`src/rtl/uart_tx_sched.sv`:
```
// Transmit scheduler: byte FIFO feeding a UART TX core one strobe at a time.
// Optional empty interrupt enabled by defining UART_TX_SCHED_IRQ_EN.
module uart_tx_sched #(
  parameter int DEPTH = 8,
  parameter int TMO   = 16
) (
  input  logic                     clk,
  input  logic                     reset,
  input  logic                     wr_en,
  input  logic [7:0]               wr_data,
  input  logic                     flush,
  input  logic                     tx_status,
  output logic [7:0]               tx_data,
  output logic                     tx_send,
  output logic                     full,
  output logic                     empty,
  output logic [$clog2(DEPTH):0]   count,
  output logic                     overflow,
  output logic                     busy
`ifdef UART_TX_SCHED_IRQ_EN
  ,
  output logic                     irq_empty,
  input  logic                     irq_clr
`endif
);

  localparam int AW = $clog2(DEPTH);
  localparam int CW = AW + 1;
  localparam int TW = $clog2(TMO + 1);

  typedef enum logic [1:0] {IDLE, SEND, WAIT_BUSY, WAIT_DONE} state_t;

  state_t          state_q, state_d;
  logic [TW-1:0]   timer_q, timer_d;
  logic [AW-1:0]   rd_ptr_q, rd_ptr_d;
  logic [AW-1:0]   wr_ptr_q, wr_ptr_d;
  logic [CW-1:0]   count_q, count_d;
  logic            full_q, empty_q, overflow_q, overflow_d;
  logic            busy_q, tx_send_q;
  logic [7:0]      tx_data_q;
  logic [7:0]      mem_q [DEPTH];
  logic            push_ok, load;

  always_comb begin
    state_d = state_q;
    timer_d = timer_q;
    load    = 1'b0;
    case (state_q)
      IDLE: begin
        if (!empty_q && tx_status && !flush) begin
          load    = 1'b1;
          state_d = SEND;
        end
      end
      SEND: begin
        timer_d = '0;
        state_d = WAIT_BUSY;
      end
      WAIT_BUSY: begin
        // A transmitter that never reports busy is treated as having taken the byte.
        if (!tx_status) begin
          state_d = WAIT_DONE;
        end else if (timer_q == TW'(TMO - 1)) begin
          state_d = IDLE;
        end else begin
          timer_d = timer_q + TW'(1);
        end
      end
      WAIT_DONE: begin
        if (tx_status) state_d = IDLE;
      end
      default: state_d = IDLE;
    endcase
  end

  // A push while full is dropped even if the FSM pops in the same cycle.
  always_comb begin
    push_ok    = wr_en && !flush && !full_q;
    rd_ptr_d   = rd_ptr_q;
    wr_ptr_d   = wr_ptr_q;
    count_d    = count_q;
    overflow_d = overflow_q | (wr_en && full_q);
    if (flush) begin
      rd_ptr_d   = '0;
      wr_ptr_d   = '0;
      count_d    = '0;
      overflow_d = 1'b0;
    end else begin
      if (push_ok) wr_ptr_d = wr_ptr_q + AW'(1);
      if (load)    rd_ptr_d = rd_ptr_q + AW'(1);
      count_d = count_q + CW'(push_ok) - CW'(load);
    end
  end

  always_ff @(posedge clk) begin
    if (push_ok) mem_q[wr_ptr_q] <= wr_data;
  end

  always_ff @(posedge clk or posedge reset) begin
    if (reset) begin
      state_q    <= IDLE;
      timer_q    <= '0;
      rd_ptr_q   <= '0;
      wr_ptr_q   <= '0;
      count_q    <= '0;
      full_q     <= 1'b0;
      empty_q    <= 1'b1;
      overflow_q <= 1'b0;
      busy_q     <= 1'b0;
      tx_send_q  <= 1'b0;
      tx_data_q  <= 8'h00;
    end else begin
      state_q    <= state_d;
      timer_q    <= timer_d;
      rd_ptr_q   <= rd_ptr_d;
      wr_ptr_q   <= wr_ptr_d;
      count_q    <= count_d;
      full_q     <= (count_d == CW'(DEPTH));
      empty_q    <= (count_d == '0);
      overflow_q <= overflow_d;
      busy_q     <= (state_d != IDLE);
      tx_send_q  <= (state_q == SEND);
      if (load) tx_data_q <= mem_q[rd_ptr_q];
    end
  end

  assign tx_data  = tx_data_q;
  assign tx_send  = tx_send_q;
  assign full     = full_q;
  assign empty    = empty_q;
  assign count    = count_q;
  assign overflow = overflow_q;
  assign busy     = busy_q;

`ifdef UART_TX_SCHED_IRQ_EN
  logic irq_q, irq_d, idle_entry_q;

  // Set on the cycle after returning to IDLE with nothing left; set beats clear.
  always_comb begin
    irq_d = irq_q;
    if (irq_clr || wr_en)          irq_d = 1'b0;
    if (idle_entry_q && empty_q)   irq_d = 1'b1;
  end

  always_ff @(posedge clk or posedge reset) begin
    if (reset) begin
      irq_q        <= 1'b0;
      idle_entry_q <= 1'b0;
    end else begin
      irq_q        <= irq_d;
      idle_entry_q <= (state_d == IDLE) && (state_q != IDLE);
    end
  end

  assign irq_empty = irq_q;
`endif

endmodule

```
`config.mk`:
```
export PLATFORM = sky130hd
export DESIGN_NAME = uart_tx_sched
export DESIGN_NICKNAME = d
export VERILOG_FILES = /design/src/rtl/uart_tx_sched.sv
export SDC_FILE = /design/constraint.sdc
export NUM_CORES = 1
export LEC_CHECK = 0
export ABC_AREA = 1
export CAP_MARGIN = 20
export CORE_MARGIN = 8
export CORE_UTILIZATION = 35
export CTS_BUF_LIST = sky130_fd_sc_hd__clkbuf_8 sky130_fd_sc_hd__clkbuf_16
export DETAILED_ROUTE_END_ITERATION = 16
export SLEW_MARGIN = 20
export SYNTH_ARGS = -nofsm -noshare
export SYNTH_HDL_FRONTEND = slang
export SYNTH_SLANG_ARGS = --single-unit
```
`constraint.sdc`:
```
create_clock -name clk -period 3.1 [get_ports clk]
set_clock_uncertainty 0.15 [all_clocks]
set_input_delay 0.31 -clock clk [delete_from_list [all_inputs] [get_ports clk]]
set_output_delay 0.31 -clock clk [all_outputs]
set_load 0.02 [all_outputs]
```
==> results.md <==
- Status: finished, final reports clean
- Routability cong.: 0.790
- Post-Synth Simple-Gate Area: between 20% and 30%
- Unrepaired setup endpoints after global routing: no
- Combinational family with the most area after synthesis: simple AND/OR/NAND/NOR gates
- Worst r2r dst: full
- Req. time, crit path: roughly 3.2 ns
- Crit path kind: input pin to flip-flop
- Mux contribution to synthesized area: 0%
- Max Slew Vio Count: 0
- Initial antenna violation count: 0
- Commonest non-fill, non-tap cells in the layout: 124 x nand2_1, 75 x inv_1, 64 x edfxtp_1
- Peak supply drop: ~0.27 mV
- Post-CTS sizing: 0
- Syn Area/Cell: approximately 10 um^2
- Worst-case reg-to-reg path depth: 12
- Layout cells sized above 1: under 10%
- Number of H-tree levels: 3
- Sw Ratio: between 20 and 30%
- Row count: 40
- Seq pwr share: between 40% and 50%
- Clk sinks: 94
- CTS tree: built
- DRT antenna net count: 0
- Worst-path clk slew: 0.07 ns
- Core ar.: roughly 12000 um^2
- HP Class: input pin to async pin
- GRT Resource Usage Total: between 10% and 20%
- Clock root cell: clkbuf_16
- Clock share of power: 33.5%
- Iter 0 DRT Violations: around 240
- Worst-path fanout max: 11
- GR Layer Usage met2: about 16%
- Die height: 125 um
- Final Cell Area: roughly 4900 um^2
- R2R Path Start: state_q[1]
- Clock Tree Buf Depth: 2
- Compound-gate portion of the synthesized area: 2.10%
- Synth Instances: 416
- Initial core utilization: a little over a third
- DIE AREA: roughly 16000 um^2
- Final hold violations: 0
- Sequential share of the synthesized area: 64.2%
- Grt peak-use layer: met2
- Wire per inst: between 10 and 15 um
- DP Area: between 4000 and 5000 um^2
- Logic gate share of total power: 21.3%
- CP arrival: around 2.6 ns
- CP startpoint kind: input pin
- Post-Synthesis Net Count: around 440
- Synth Cell Area: roughly 4200 um^2
- GR Layer Usage met3: 2.93%
- Vias in the first global route: between 2000 and 3000
- Congestion Overflow GR: 0
- CTS buffer count: 9
- Setup violators final: 0
- Residual DRC count: 0
- Detail Placement HPWL: about 5700 um
- Pleak: between 2 and 2.5 nW
- Post-synthesis xor/xnor area fraction: 0.210%
- Worst Max-Slew Pin Slew: between 0.7 and 0.8 ns
- Postcts setup bufs: 0
- # hold bufs at CTS: 0
- F_max: ~0.40 GHz
- Pint: between 2 and 3 mW
- Max-Cap Viols: 0
- Clk Latency, worst-skew pair: 0.34 ns
- Adder-Cell Fraction of Synth Area: roughly 2.9%
- Average vias per placed instance: 4.47
- Worst setup EP type: flip-flop
- Final worst path period share: ~80%
- GRT met1 Usage: roughly 14%
- Setup TNS: 0 ns
- I/O pin total: 30
- Commonest non-fill, non-tap cell in the layout: nand2_1
- Psw: approximately 1.0 mW
- DRT Pass-1 Iters: 4
- Number of library cell types mapped by synthesis: 24
- Post-layout net count: between 400 and 500
- Reg2Reg Setup Slack: around 0.64 ns
- Width of the die: between 100 and 150 um
- PD cells: slightly above 700 nW/um^2
- Synth-to-Final Area Change: 18.3%
- Syn. warnings: 0
- Number of buffers added on ports: 29
- First-pass GRT wire length: ~13000 um
- Final critical-path required period: ~2.5 ns
- Worst Hold Slack: between 0.15 and 0.2 ns
- Diodes inserted: 0
- Final WL: a little over 8000 um
- Largest net degree at the start of global routing: 35
- Post-synthesis register bit count: 94
- Worst relative slew slack: 53.2%
- DR vias: between 2000 and 3000
## registers in the layout, indices dropped and copies added, names as in the netlist
register  count
mem_q        64
tx_data       8
timer_q       5
count         4
rd_ptr_q      3
wr_ptr_q      3
state_q       2
busy          1
empty         1
full          1
overflow      1
tx_send       1
## metal layers
metal,up-vias,wire length [um]
met5,-,0
met4,0,156
met3,11,315
met2,48,3680
met1,1257,4010
li1,1392,-
## logic make-up (layout without fill, tap and decap cells)
family / Yosys count / after routing
flops: 94 / 94
compound gates: 17 / 17
fa+ha+maj: 9 / 9
buf+inv: 94 / 137
simple gates: 201 / 201
xor+xnor: 1 / 1
## how the worst max path moves through the flow
stage,from,endpoint,slack (ns),depth (start not counted)
after floorplan,empty,full,0.68,13
after global placement,flush,full,0.29,13
after detailed placement,flush,full,0.25,13
after CTS,flush,full,0.62,13
after global routing,flush,full,0.42,13
final,flush,full,0.60,13
## through the flow
stage / util, % / total power [mW] / setup slack, ns / cells
finish: 41.7 / 3.52 / 0.605 / 606
global route: 41.7 / 3.69 / 0.418 / 606
CTS: 41.7 / 3.55 / 0.616 / 606
detailed placement: 39.0 / 2.37 / 0.248 / 590
global placement: 39.0 / 2.34 / 0.291 / 590
floorplan: - / 2.07 / 0.683 / 416
## cells in the mapped netlist
cell / count / area (um^2)
o22ai_1: 2 / 12.5
o21ai_0: 8 / 40.0
buf_2: 3 / 15.0
xnor2_1: 1 / 8.76
inv_6: 1 / 8.76
o21ai_1: 2 / 10.0
a21oi_1: 5 / 25.0
or2_2: 1 / 6.26
buf_6: 7 / 78.8
nand4_4: 1 / 21.3
inv_1: 75 / 282
fa_1: 1 / 20.0
edfxtp_1: 64 / 1920
inv_2: 4 / 15.0
nor2_2: 1 / 6.26
nor3_1: 1 / 5.00
nor2_1: 17 / 63.8
dfrtp_1: 29 / 726
ha_1: 8 / 100
buf_4: 3 / 22.5
nand3_1: 56 / 280
clkinv_1: 1 / 3.75
dfstp_2: 1 / 26.3
nand2_1: 124 / 465
## worst max-delay path, stage by stage
cell and delay [ns]:
clkdlybuf4s50_1 0.48, inv_2 0.17, nand4_4 0.11, inv_2 0.19, ha_1 0.26, inv_1 0.05
ha_1 0.17, fa_1 0.42, inv_1 0.08, a21oi_1 0.06, nor2_1 0.14, inv_1 0.05
nor2_1 0.09
## area by class of cell
type	count	area [um^2]
clock buffer	9	225
clock inverter	7	96.3
fill	1122	6890
inverter	81	309
multi-input combinational	228	1060
sequential	94	2670
tap	147	184
timing repair buffer	40	373
## power by group through the flow
stage / sequential (mW) / combinational [mW] / clock [mW]
global placement: 1.61 / 0.732 / 0
detailed placement: 1.62 / 0.754 / 0
global route: 1.61 / 0.832 / 1.25
CTS: 1.59 / 0.759 / 1.20
floorplan: 1.69 / 0.377 / 0
finish: 1.59 / 0.748 / 1.18
(Power assumes the default switching activity.)
